## config.mk

```make
export PLATFORM = sky130hd
export DESIGN_NAME = usb_tx_encoder_p
export DESIGN_NICKNAME = d
export VERILOG_FILES = /design/src/rtl/usb_tx_encoder_p.sv
export SDC_FILE = /design/constraint.sdc
export NUM_CORES = 1
export LEC_CHECK = 0
export ABC_CLOCK_PERIOD_IN_PS = 2610
export BUFFER_PORTS_ARGS = -buffer_cell sky130_fd_sc_hd__buf_2
export CAP_MARGIN = 30
export CORE_ASPECT_RATIO = 0.8
export CORE_MARGIN = 10
export CORE_UTILIZATION = 59
export DETAILED_ROUTE_END_ITERATION = 16
export GPL_TIMING_DRIVEN = 0
export PLACE_DENSITY = 0.85
export SLEW_MARGIN = 20
export SYNTH_ARGS = -nofsm -noshare
export SYNTH_HDL_FRONTEND = slang
export SYNTH_SLANG_ARGS = --single-unit
```

## constraint.sdc

```tcl
create_clock -name clk -period 2.61 [get_ports clk]
set_input_delay 0 -clock clk [delete_from_list [all_inputs] [get_ports clk]]
set_output_delay 0 -clock clk [all_outputs]
set_load 0.005 [all_outputs]
```

## src/rtl/usb_tx_encoder_p.sv

```systemverilog
// usb_tx_encoder_p: USB full-speed transmit encoder (byte serialiser, bit stuffer, NRZI, EOP).
// Defining USB_TX_SYNC_EN makes the encoder emit the SYNC pattern itself ahead of the first byte.
module usb_tx_encoder_p #(
  parameter int CLKS_PER_BIT = 8,
  parameter int STUFF_LEN    = 6,
  parameter int EOP_SE0_BITS = 2
) (
  input  logic       clk,
  input  logic       n_rst,
  input  logic [7:0] tx_data,
  input  logic       tx_valid,
  input  logic       tx_last,
  output logic       tx_ready,
  output logic       tx_busy,
  output logic       tx_hold,
  output logic       tx_err,
  output logic       d_plus_out,
  output logic       d_minus_out
);

  localparam int               CNT_W     = $clog2(CLKS_PER_BIT);
  localparam logic [CNT_W-1:0] CNT_MAX   = CNT_W'(CLKS_PER_BIT - 1);
  localparam logic [3:0]       STUFF_MAX = 4'(STUFF_LEN);
  localparam logic [2:0]       SE0_LAST  = 3'(EOP_SE0_BITS - 1);

`ifdef USB_TX_SYNC_EN
  typedef enum logic [2:0] {IDLE, SYNC, DATA, STUFF, EOP_SE0, EOP_J} state_t;
`else
  typedef enum logic [2:0] {IDLE, DATA, STUFF, EOP_SE0, EOP_J} state_t;
`endif

  state_t           state_q, state_n, after_st;
  logic [CNT_W-1:0] cnt_q, cnt_n;
  logic [3:0]       bit_idx_q, bit_idx_n;
  logic [3:0]       ones_q, ones_n;
  logic [2:0]       se0_q, se0_n;
  logic             last_q, last_n;
  logic             nrzi_q, nrzi_n;
  logic             dp_q, dp_n;
  logic             dm_q, dm_n;
  logic             busy_q, busy_n;
  logic             hold_q, hold_n;
  logic             err_q, err_n;
  logic [7:0]       shift_q, shift_n;
  logic [7:0]       hold_data;
  logic             hold_last;
  logic             hold_full;
  logic             take_hold;
  logic             accept;
  logic             tick;
  logic             send_en;
  logic             send_bit;

  assign accept = tx_valid && !hold_full;
  // A tick marks the start of a new bit period; all line changes happen on it.
  assign tick   = (state_q != IDLE) && (cnt_q == CNT_MAX);

  always_comb begin
    state_n   = state_q;
    cnt_n     = cnt_q;
    bit_idx_n = bit_idx_q;
    ones_n    = ones_q;
    se0_n     = se0_q;
    last_n    = last_q;
    nrzi_n    = nrzi_q;
    dp_n      = dp_q;
    dm_n      = dm_q;
    busy_n    = busy_q;
    hold_n    = hold_q;
    err_n     = 1'b0;
    shift_n   = shift_q;
    take_hold = 1'b0;
    send_en   = 1'b0;
    send_bit  = 1'b0;
    after_st  = DATA;

    if (state_q != IDLE) cnt_n = tick ? '0 : cnt_q + 1'b1;
    if (tick) begin
      busy_n = 1'b1;
      hold_n = 1'b0;
    end

    case (state_q)
      IDLE: begin
        if (hold_full) begin
          take_hold = 1'b1;
          shift_n   = hold_data;
          last_n    = hold_last;
          bit_idx_n = '0;
          ones_n    = '0;
          nrzi_n    = 1'b1;
          cnt_n     = CNT_MAX;
`ifdef USB_TX_SYNC_EN
          state_n   = SYNC;
`else
          state_n   = DATA;
`endif
        end
      end
`ifdef USB_TX_SYNC_EN
      SYNC: begin
        if (tick) begin
          send_en  = 1'b1;
          send_bit = (bit_idx_q == 4'd7);
          if (bit_idx_q == 4'd7) begin
            bit_idx_n = '0;
            after_st  = DATA;
          end else begin
            bit_idx_n = bit_idx_q + 4'd1;
            after_st  = SYNC;
          end
        end
      end
`endif
      DATA: begin
        if (tick) begin
          // bit_idx == 8 means the previous byte (and any stuff bit it caused) is finished.
          if (bit_idx_q == 4'd8) begin
            if (!last_q && hold_full) begin
              take_hold = 1'b1;
              send_en   = 1'b1;
              send_bit  = hold_data[0];
              shift_n   = {1'b0, hold_data[7:1]};
              last_n    = hold_last;
              bit_idx_n = 4'd1;
            end else begin
              err_n   = !last_q;
              state_n = EOP_SE0;
              se0_n   = '0;
              dp_n    = 1'b0;
              dm_n    = 1'b0;
            end
          end else begin
            send_en   = 1'b1;
            send_bit  = shift_q[0];
            shift_n   = {1'b0, shift_q[7:1]};
            bit_idx_n = bit_idx_q + 4'd1;
          end
        end
      end
      STUFF: begin
        if (tick) begin
          nrzi_n  = !nrzi_q;
          dp_n    = !nrzi_q;
          dm_n    = nrzi_q;
          ones_n  = '0;
          hold_n  = 1'b1;
          state_n = DATA;
        end
      end
      EOP_SE0: begin
        if (tick) begin
          if (se0_q == SE0_LAST) begin
            state_n = EOP_J;
            nrzi_n  = 1'b1;
            dp_n    = 1'b1;
            dm_n    = 1'b0;
          end else begin
            se0_n = se0_q + 3'd1;
          end
        end
      end
      EOP_J: begin
        if (tick) begin
          state_n = IDLE;
          busy_n  = 1'b0;
        end
      end
      default: state_n = IDLE;
    endcase

    // NRZI: a 0 toggles the line, a 1 holds it and feeds the stuffing run counter.
    if (send_en) begin
      if (send_bit) begin
        ones_n  = ones_q + 4'd1;
        state_n = (ones_n == STUFF_MAX) ? STUFF : after_st;
      end else begin
        nrzi_n  = !nrzi_q;
        ones_n  = '0;
        state_n = after_st;
      end
      dp_n = nrzi_n;
      dm_n = !nrzi_n;
    end
  end

  always_ff @(posedge clk or negedge n_rst) begin
    if (!n_rst) begin
      state_q   <= IDLE;
      cnt_q     <= '0;
      bit_idx_q <= '0;
      ones_q    <= '0;
      se0_q     <= '0;
      last_q    <= 1'b0;
      nrzi_q    <= 1'b1;
      dp_q      <= 1'b1;
      dm_q      <= 1'b0;
      busy_q    <= 1'b0;
      hold_q    <= 1'b0;
      err_q     <= 1'b0;
      hold_full <= 1'b0;
    end else begin
      state_q   <= state_n;
      cnt_q     <= cnt_n;
      bit_idx_q <= bit_idx_n;
      ones_q    <= ones_n;
      se0_q     <= se0_n;
      last_q    <= last_n;
      nrzi_q    <= nrzi_n;
      dp_q      <= dp_n;
      dm_q      <= dm_n;
      busy_q    <= busy_n;
      hold_q    <= hold_n;
      err_q     <= err_n;
      if (take_hold) hold_full <= 1'b0;
      else if (accept) hold_full <= 1'b1;
    end
  end

  always_ff @(posedge clk) begin
    if (accept) begin
      hold_data <= tx_data;
      hold_last <= tx_last;
    end
    shift_q <= shift_n;
  end

  assign tx_ready    = !hold_full;
  assign tx_busy     = busy_q;
  assign tx_hold     = hold_q;
  assign tx_err      = err_q;
  assign d_plus_out  = dp_q;
  assign d_minus_out = dm_q;

endmodule

```

# [Word-level counts from Yosys, hierarchy flattened]
# Index checks and enable logic that the tools add are counted.
[word_totals] register_bits=42 input_bits=12 output_inout_bits=6
[op_classes] addsub=4 n_eq_ne=24 muxes=86 reduce_logical=20
[ops] op="$mux W3" count=18
[ops] op="$mux W1" count=45
[ops] op="$mux W8" count=4
[ops] op="$mux W4" count=7
[ops] op="$ne A3 B3 Y1 const B" count=9
[ops] op="$pmux W4 S2" count=2
[ops] op="$pmux W8 S2" count=1
[ops] op="$pmux W3 S5" count=1
[ops] op="$ne A2 B2 Y1 const B" count=7
[ops] op="$pmux W1 S3" count=3
[ops] op="$add A4 B1 Y4 const B" count=2
[ops] op="$reduce_and A8 Y1" count=1
[ops] op="$reduce_and A7 Y1" count=1
[ops] op="$add A3 B1 Y3 const B" count=2
[ops] op="$eq A3 B1 Y1 const B" count=2
[ops] op="$eq A3 B2 Y1 const B" count=2
[ops] op="$eq A3 B3 Y1 const B" count=2
[ops] op="$pmux W3 S2" count=1
[ops] op="$reduce_and A6 Y1" count=1
[ops] op="$reduce_bool A2 Y1" count=3
[ops] op="$reduce_bool A3 Y1" count=2
[ops] op="$reduce_and A5 Y1" count=1
[ops] op="$eq A4 B3 Y1 const B" count=1
[ops] op="$eq A4 B4 Y1 const B" count=1
[ops] op="other kinds (8)" count=15

# [Longest topological paths before layout]
# Gate-level depths: netlist (run 1).
[depth] ltp_word=10 depth_mapped=8

# [Least setup slack after synthesis (run 1)]
# No wires, ideal clock.
[synth_timing] kind="flip-flop to flip-flop" start="reg cnt_q[0]" end="reg shift_q[0] (enable)" setup_ps=384 arrival_time_ps=1740 t_required_ps=2226 path_slack_ps=486 path_stages_with_launch=6 cell_sequence="dfrtp_1 ha_1 ha_1 nand2b_1 or2_1 o21ai_0"
[synth_via] elab_chain_cells=4
[synth_rtl] item="from (decl)" line="33" source="logic [CNT_W-1:0] cnt_q, cnt_n;"
[synth_rtl] item="from (signal assigned)" line="204" source="cnt_q <= cnt_n;"
[synth_rtl] item="$eq A3 B3 Y1" line="56" source="assign tick = (state_q != IDLE) && (cnt_q == CNT_MAX);"
[synth_rtl] item="$logic_and A1 B1 Y1" line="56"
[synth_rtl] item="$ne A2 B2 Y1 (no source line)"
[synth_rtl] item="$reduce_and A4 Y1 (no source line)"
[synth_rtl] item="to (signal assigned)" line="225" source="shift_q <= shift_n;"
[synth_rtl] item="to (decl)" line="44" source="logic [7:0] shift_q, shift_n;"
# Every way passes these cells.
# A chain may end at the register's enable or synchronous reset.

# [Worst setup path after layout (run 1)]
[layout_timing] start="reg cnt_q[0]" end="reg shift_q[2] (enable)"
# Same word-level chain as after synthesis.

==> metrics.md, run 1 <==
| Metric | Value |
|---|---|
| Status | complete, no violations |
| Post-DP HPWL | 3160 µm |
| Pwr dens | 991 mW/mm² |
| Met2 usage | 0.251 |
| Post-CTS Setup Repair Bufs | 0 |
| Drt wl/cell | 16.4 µm |
| P_sw | 1000 µW |
| Worst Setup End Kind | flop |
| Sequential element share of the synthesized area | 0.520 |
| Pleak | 0.00105 µW |
| Initial core utilization | 0.626 |
| Largest stage delay, worst path | 0.40 ns |
| CP max stage cell | dfrtp_1 |
| Comb pwr share | 0.389 |
| Req. time, crit path | 2.62 ns |
| Fraction of registers with async set or reset after synthesis | 0.595 |
| Maximum vdd drop | 0.000778 V |
| Vias | 1,728 |
| Diodes inserted | 0 |
| CTS buffer count | 5 |
| CTS tree | done |
| Hold WS | 0.225 ns |
| Int Pwr | 1510 µW |
| Clock root buffer | clkbuf_8 |
| RSZ-0062 raised after global routing | false |
| Largest net degree at the start of global routing | 26 |
| Synth cell types | 48 |
| Rel. slew slack | 0.424 |
| Cell Area, Synth | 0.00219 mm² |
| Num ports | 18 |
| Commonest non-fill, non-tap cell in the layout | nand2_1 |
| Synthesized instance count | 217 |
| Pre-CTS setup slack | 0.443 ns |
| Layout cells sized above 1 | 0.161 |
| Synthesis warning total | 0 |
| Net Count, Synth | 237 |
| Vias/cell | 5.84 |
| I/O Buffers | 17 |
| Final setup fails | 0 |
| Sw Share | 0.399 |
| Worst EP arrival | 2.23 ns |
| WL final | 4870 µm |
| Sequential share of power | 0.437 |
| Tcrit/Tclk final | 0.849 |
| Min-delay worst type | input pin to asynchronous set/reset pin |
| Critical Path, Cell by Cell | ha_1 > ha_1 > nand2b_1 > or2_1 > o21ai_0 > buf_2 |
| Max cap viols | 0 |
| TNS Setup | 0 ns |
| Most frequent cells in the layout | nand2_1 (36), dfrtp_1 (23), nor2_1 (21) |
| GR Util met1 | 0.222 |
| Cell mode on critical path | ha_1 |
| Count of TritonRoute iterations in the first routing pass | 4 |
| CTS H-Tree Depth | 2 |
| R2R Setup Slk | 0.39 ns |
| Gr ovfl total | 0 |
| Gr busiest metal | met2 |
| GRT Util Overall | 0.165 |
| Final Worst Setup Slack | 0.394 ns |
| Fin crit period | 2.22 ns |
| Die ar. | 0.00656 mm² |
| Die W | 88.1 µm |
| Die Ht | 74.5 µm |
| Nets | 273 |
| Clock skew | 0.00536 ns |
| Final-report hold violation count | 0 |
| Max Clk Rate | 451 MHz |
| Gpl congestion | 0.862 |
| Post-synthesis register bit count | 42 |
| Post-synth EDFFs | 17 |
| Drc violations | 0 |
| Core region area | 0.00349 mm² |
| Part of the power in the clock network | 0.174 |
| Clock latency on the worst-skew pair | 0.30 ns |
| Max Slew Vio Count | 0 |
| CP Launch Type | flop |
| CP Class | flop to flop |
| Cell row count | 19 |
| Met3 global-route usage | 0.0459 |
| Layout area overhead | 15.8% |
| First-pass GRT wire length | 8520 µm |
| Antenna viol nets, final | 0 |
| Worst-Margin Slew | 0.862 ns |
| Clock transition at path regs | 0.08 ns |
| Max FO, Critical Path | 7 |
| Ys flop type | dfrtp_1 |
| Syn Area/Cell | 10.1 µm² |
| FILL cells | 242 |
| Initial antenna violation count | 0 |
| Clock sink count | 42 |
| Iteration-0 DRC count of the detailed router | 187 |
| CTS Buffer Depth | 2 |
| Vias in the first global route | 1,744 |
==> power by group through the flow <==
| stage | clock network [µW] | registers (µW) | logic (µW) |
|---|---|---|---|
| after detailed placement | 0 | 1100 | 928 |
| after global routing | 465 | 1130 | 1110 |
| final | 438 | 1100 | 977 |
| after global placement | 0 | 1100 | 887 |
| after CTS | 440 | 1090 | 943 |
| after floorplan | 0 | 1070 | 700 |
==> state kept, by name, indices dropped and copies added (netlist names), 3 cells and up, named ones only <==
name and flops:
hold_data 8, cnt_q 3, shift_q 8, ones_q 4
state_q 3, se0_q 3, bit_idx_q 4
==> area by class of cell <==
type | instances | area [µm²] | share of cell area
clock buffers | 5 | 68.8 | 0.0271
flip-flops and latches | 42 | 1140 | 0.449
repair buffers | 29 | 200 | 0.0790
well taps | 42 | 52.6 | 0.0207
plain buffers | 8 | 40.0 | 0.0158
inverters | 6 | 22.5 | 0.00888
clock inverters | 3 | 25.0 | 0.00987
multi-input cells | 161 | 987 | 0.389
==> stage by stage <==
stage	instances	total power, µW	area (µm²)	util
floorplan	217	1770	2190	-
global placement	276	1980	2330	0.666
detailed placement	277	2030	2330	0.667
CTS	296	2470	2530	0.725
global route	296	2710	2530	0.725
finish	296	2510	2530	0.725
==> Yosys cell counts, drive strengths merged (2+ instances only) <==
cell | n | area share
a21o | 2 | 0.0069
a21oi | 4 | 0.0091
a221oi | 3 | 0.012
a22oi | 2 | 0.0069
a31o | 2 | 0.0080
a31oi | 8 | 0.023
and2 | 2 | 0.0057
buf | 4 | 0.011
clkbuf | 4 | 0.0069
dfrtp | 23 | 0.26
dfstp | 2 | 0.024
edfxtp | 17 | 0.23
ha | 8 | 0.046
inv | 6 | 0.010
mux2i | 2 | 0.0091
nand2 | 36 | 0.062
nand2b | 8 | 0.023
nand3 | 6 | 0.014
nand3b | 2 | 0.0069
nor2 | 23 | 0.042
nor2b | 7 | 0.020
nor3 | 2 | 0.0069
o21ai | 19 | 0.047
o21bai | 2 | 0.0069
o31ai | 2 | 0.0069
xnor2 | 2 | 0.0080
xor2 | 2 | 0.0080
==> path summary, 6_finish.rpt <==
check / start / endpoint / cells past startpoint
max in group asynchronous: n_rst / ones_q[2]$_DFFE_PN0P_ / 2
worst min-delay path: n_rst / se0_q[1]$_DFFE_PN0P_ / 2
worst max-delay path: cnt_q[0]$_DFF_PN0_ / shift_q[2]$_DFFE_PP_ / 6
worst max register to register: cnt_q[0]$_DFF_PN0_ / shift_q[2]$_DFFE_PP_ / 6
worst min register to register: flop / flop / 2
min in group clk: tx_last / hold_last$_DFFE_PP_ / 2
==> critical path, delay by kind of cell, from the launching register on <==
family	cells	cell delay, ns
AOI/OAI and AO/OA	1	0.38
adders and majority gates	2	0.42
buffers and inverters	1	0.28
DFF	1	0.40
and+or+nand+nor	2	0.45
==> cells by family (layout without fill, tap and decap cells) <==
family / Yosys count / after routing / share of synthesized area
buffers and inverters: 14 / 51 / 0.0286
AOI/OAI and AO/OA: 50 / 50 / 0.157
and+or+nand+nor: 96 / 96 / 0.218
muxes: 3 / 3 / 0.0143
DFF: 42 / 42 / 0.520
adders and majority gates: 8 / 8 / 0.0457
xor gates and xnor gates: 4 / 4 / 0.0160
==> layer usage <==
layer,up-vias,share of wire,wire length (µm)
li1,843,-,-
met1,810,0.47,2290
met2,66,0.44,2130
met3,9,0.071,345
met4,0,0.021,101
met5,-,0,0
==> repair_timing <==
| item | CTS | global route |
|---|---|---|
| endpoints found under the hold margin | 33 | 0 |
| gates resized for setup | 0 | 0 |
| hold buffers | 11 | 0 |
(Power assumes the default switching activity.)
==> inputs of run 2 (changes only) <==
- ABC_AREA: default -> 1
- ABC_CLOCK_PERIOD_IN_PS: 2610 -> 1900
- CORE_UTILIZATION: 59 -> 53
- PLACE_DENSITY: 0.85 -> 0.81
- clock period: 2.61 -> 1.9 ns (I/O delays scaled with it)
==> metrics.md, run 2 <==
| Metric | Value |
|---|---|
| Status | complete, no violations |
| Syn Area/Cell | 9.25 µm² |
| Synth cell types | 32 |
| Final instance area | 0.00248 mm² |
| Synthesis warning total | 0 |
| Pwr dens | 1360 mW/mm² |
| Antenna viol nets, final | 0 |
| First-pass GRT wire length | 7510 µm |
| Req. time, crit path | 2.07 ns |
| Synthesized instance count | 226 |
| Commonest cells in the netlist | nand2_1 (40), inv_1 (30), dfrtp_1 (23) |
| Pre-CTS setup slack | 0.0180 ns |
| RSZ-0062 raised after global routing | true |
| CTS H-Tree Depth | 2 |
| Clock root buffer | clkbuf_8 |
| Clock latency on the worst-skew pair | 0.29 ns |
| Clock skew | 0.00827 ns |
| Max Clk Rate | 553 MHz |
| CTS tree | done |
| Drt wl/cell | 13.6 µm |
| Post-synth EDFFs | 17 |
| Sequential element share of the synthesized area | 0.545 |
| Ys flop type | dfrtp_1 |
| Largest registers | hold_data x8, shift_q x8 |
| Clock sink count | 42 |
| Cell row count | 20 |
| Net Count, Synth | 246 |
| CP Class | flop to flop |
| CP Launch Type | flop |
| Nets | 282 |
| Fin crit period | 1.81 ns |
| I/O Buffers | 17 |
| Vias/cell | 5.16 |
| Num ports | 18 |
| Most frequent cells in the layout | nand2_1 (40), inv_1 (30), dfrtp_1 (23) |
| Drc violations | 0 |
| Cell Area, Placed | 0.00224 mm² |
| Largest net degree at the start of global routing | 26 |
| Final Worst Setup Slack | 0.0924 ns |
| Worst EP arrival | 1.98 ns |
| Final-report hold violation count | 0 |
| Initial antenna violation count | 0 |
| Iteration-0 DRC count of the detailed router | 219 |
| Vias | 1,640 |
| Diodes inserted | 0 |
| WL final | 4340 µm |
| Rel. slew slack | 0.635 |
| Fraction of registers with async set or reset after synthesis | 0.595 |
| Gr ovfl total | 0 |
| Dominant cells by area after synthesis | dfrtp_1 (28%), edfxtp_1 (24%), nand2_1 (7.2%) |
| Die Ht | 76.2 µm |
| Commonest non-fill, non-tap cell in the layout | nand2_1 |
| Maximum vdd drop | 0.000867 V |
| Worst-Margin Slew | 0.547 ns |
| Layout cells sized above 1 | 0.202 |
| Post-synthesis register bit count | 42 |
| Min-delay worst type | input pin to asynchronous set/reset pin |
| Post-DP HPWL | 2970 µm |
| Count of TritonRoute iterations in the first routing pass | 4 |
| Core region area | 0.00380 mm² |
| Worst Setup End Kind | flop |
| Vias in the first global route | 1,589 |
| Tcrit/Tclk final | 0.951 |
| Gpl congestion | 0.917 |
| Layout area overhead | 18.8% |
| Clock transition at path regs | 0.09 ns |
| CTS Buffer Depth | 2 |
| Max cap viols | 0 |
| Top cell type's share of synthesized area | 0.275 |
| Initial core utilization | 0.549 |
| Post-synth top area cell | dfrtp_1 |
| Final setup fails | 0 |
| CTS buffer count | 5 |
| GRT Util Overall | 0.128 |
| Die ar. | 0.00687 mm² |
| Die W | 90.2 µm |
| Cell Area, Synth | 0.00209 mm² |
| Most numerous cell in the Yosys netlist | nand2_1 |
| Pleak | 0.00113 µW |
| Max Slew Vio Count | 0 |
| Max FO, Critical Path | 12 |
-- run 2: routing by layer --
| layer | GRT usage | routed length (µm) | vias to the layer above |
|---|---|---|---|
| met2 | 0.204 | 2030 | 45 |
| met5 | 0 | 0 | - |
| met1 | 0.170 | 2020 | 771 |
| met3 | 0.0374 | 265 | 5 |
| met4 | 0.0238 | 20 | 0 |
| li1 | - | - | 819 |
-- run 2: final cells by class --
class	count	area, µm²
flip-flops and latches	42	1140
well taps	55	68.8
plain buffers	2	10.0
clock inverters	3	25.0
clock buffers	5	68.8
repair buffers	29	203
fillers	321	1320
multi-input cells	148	841
inverters	34	128
-- run 2: what timing repair did --
action | in CTS | in global routing
endpoints found under the setup margin | 0 | 28
hold endpoints to repair | 33 | 0
hold buffers | 11 | 0
gates resized for setup | 0 | 7
buffers inserted | 0 | 1
-- run 2: critical path: stages (launching register included) --
cell and delay, ns:
dfrtp_1 0.41, ha_1 0.21, ha_1 0.25, nand2_2 0.15, inv_2 0.08, o21ai_2 0.22, inv_2 0.17, nand4_1 0.12
o21ai_1 0.08
-- run 2: worst paths after layout --
kind / startpoint / to / slack, ns / depth (start not counted)
worst min-delay path: n_rst / bit_idx_q[3]$_DFFE_PN0P_ / 0.22 / 2
max in group asynchronous: n_rst / d_plus_out$_DFFE_PN1P_ / 1.30 / 2
worst min register to register: flop / flop / 0.49 / 2
min in group clk: tx_data[2] / hold_data[2]$_DFFE_PP_ / 0.41 / 2
worst max-delay path: cnt_q[0]$_DFF_PN0_ / bit_idx_q[2]$_DFFE_PN0P_ / 0.09 / 8
worst max register to register: cnt_q[0]$_DFF_PN0_ / bit_idx_q[2]$_DFFE_PN0P_ / 0.09 / 8
-- run 2: per-stage QoR --
stage / cells / power, µW / setup TNS, ns / utilization / hold WS (ns)
after CTS: 317 / 3340 / 0 / 0.643 / 0.236
after detailed placement: 298 / 2740 / 0 / 0.590 / 0.0165
after global routing: 318 / 3660 / -0.00618 / 0.653 / 0.261
after floorplan: 226 / 2390 / 0 / - / -0.296
after global placement: 298 / 2690 / 0 / 0.590 / 0.0144
final: 318 / 3390 / 0 / 0.653 / 0.218
-- run 2: cell families after synthesis --
logic type                 count (synthesis)  share of synthesized area
and+or+nand+nor                           86                      0.183
AOI/OAI and AO/OA                         50                      0.142
DFF                                       42                      0.545
buffers and inverters                     36                     0.0653
adders and majority gates                  8                     0.0479
xor gates and xnor gates                   4                     0.0168
-- run 2: where the power goes --
part | switching, µW | total (µW) | internal (µW)
Sequential | 176 | 1490 | 1310
Clock | 321 | 586 | 265
Combinational | 869 | 1320 | 447
Total | 1370 | 3390 | 2020
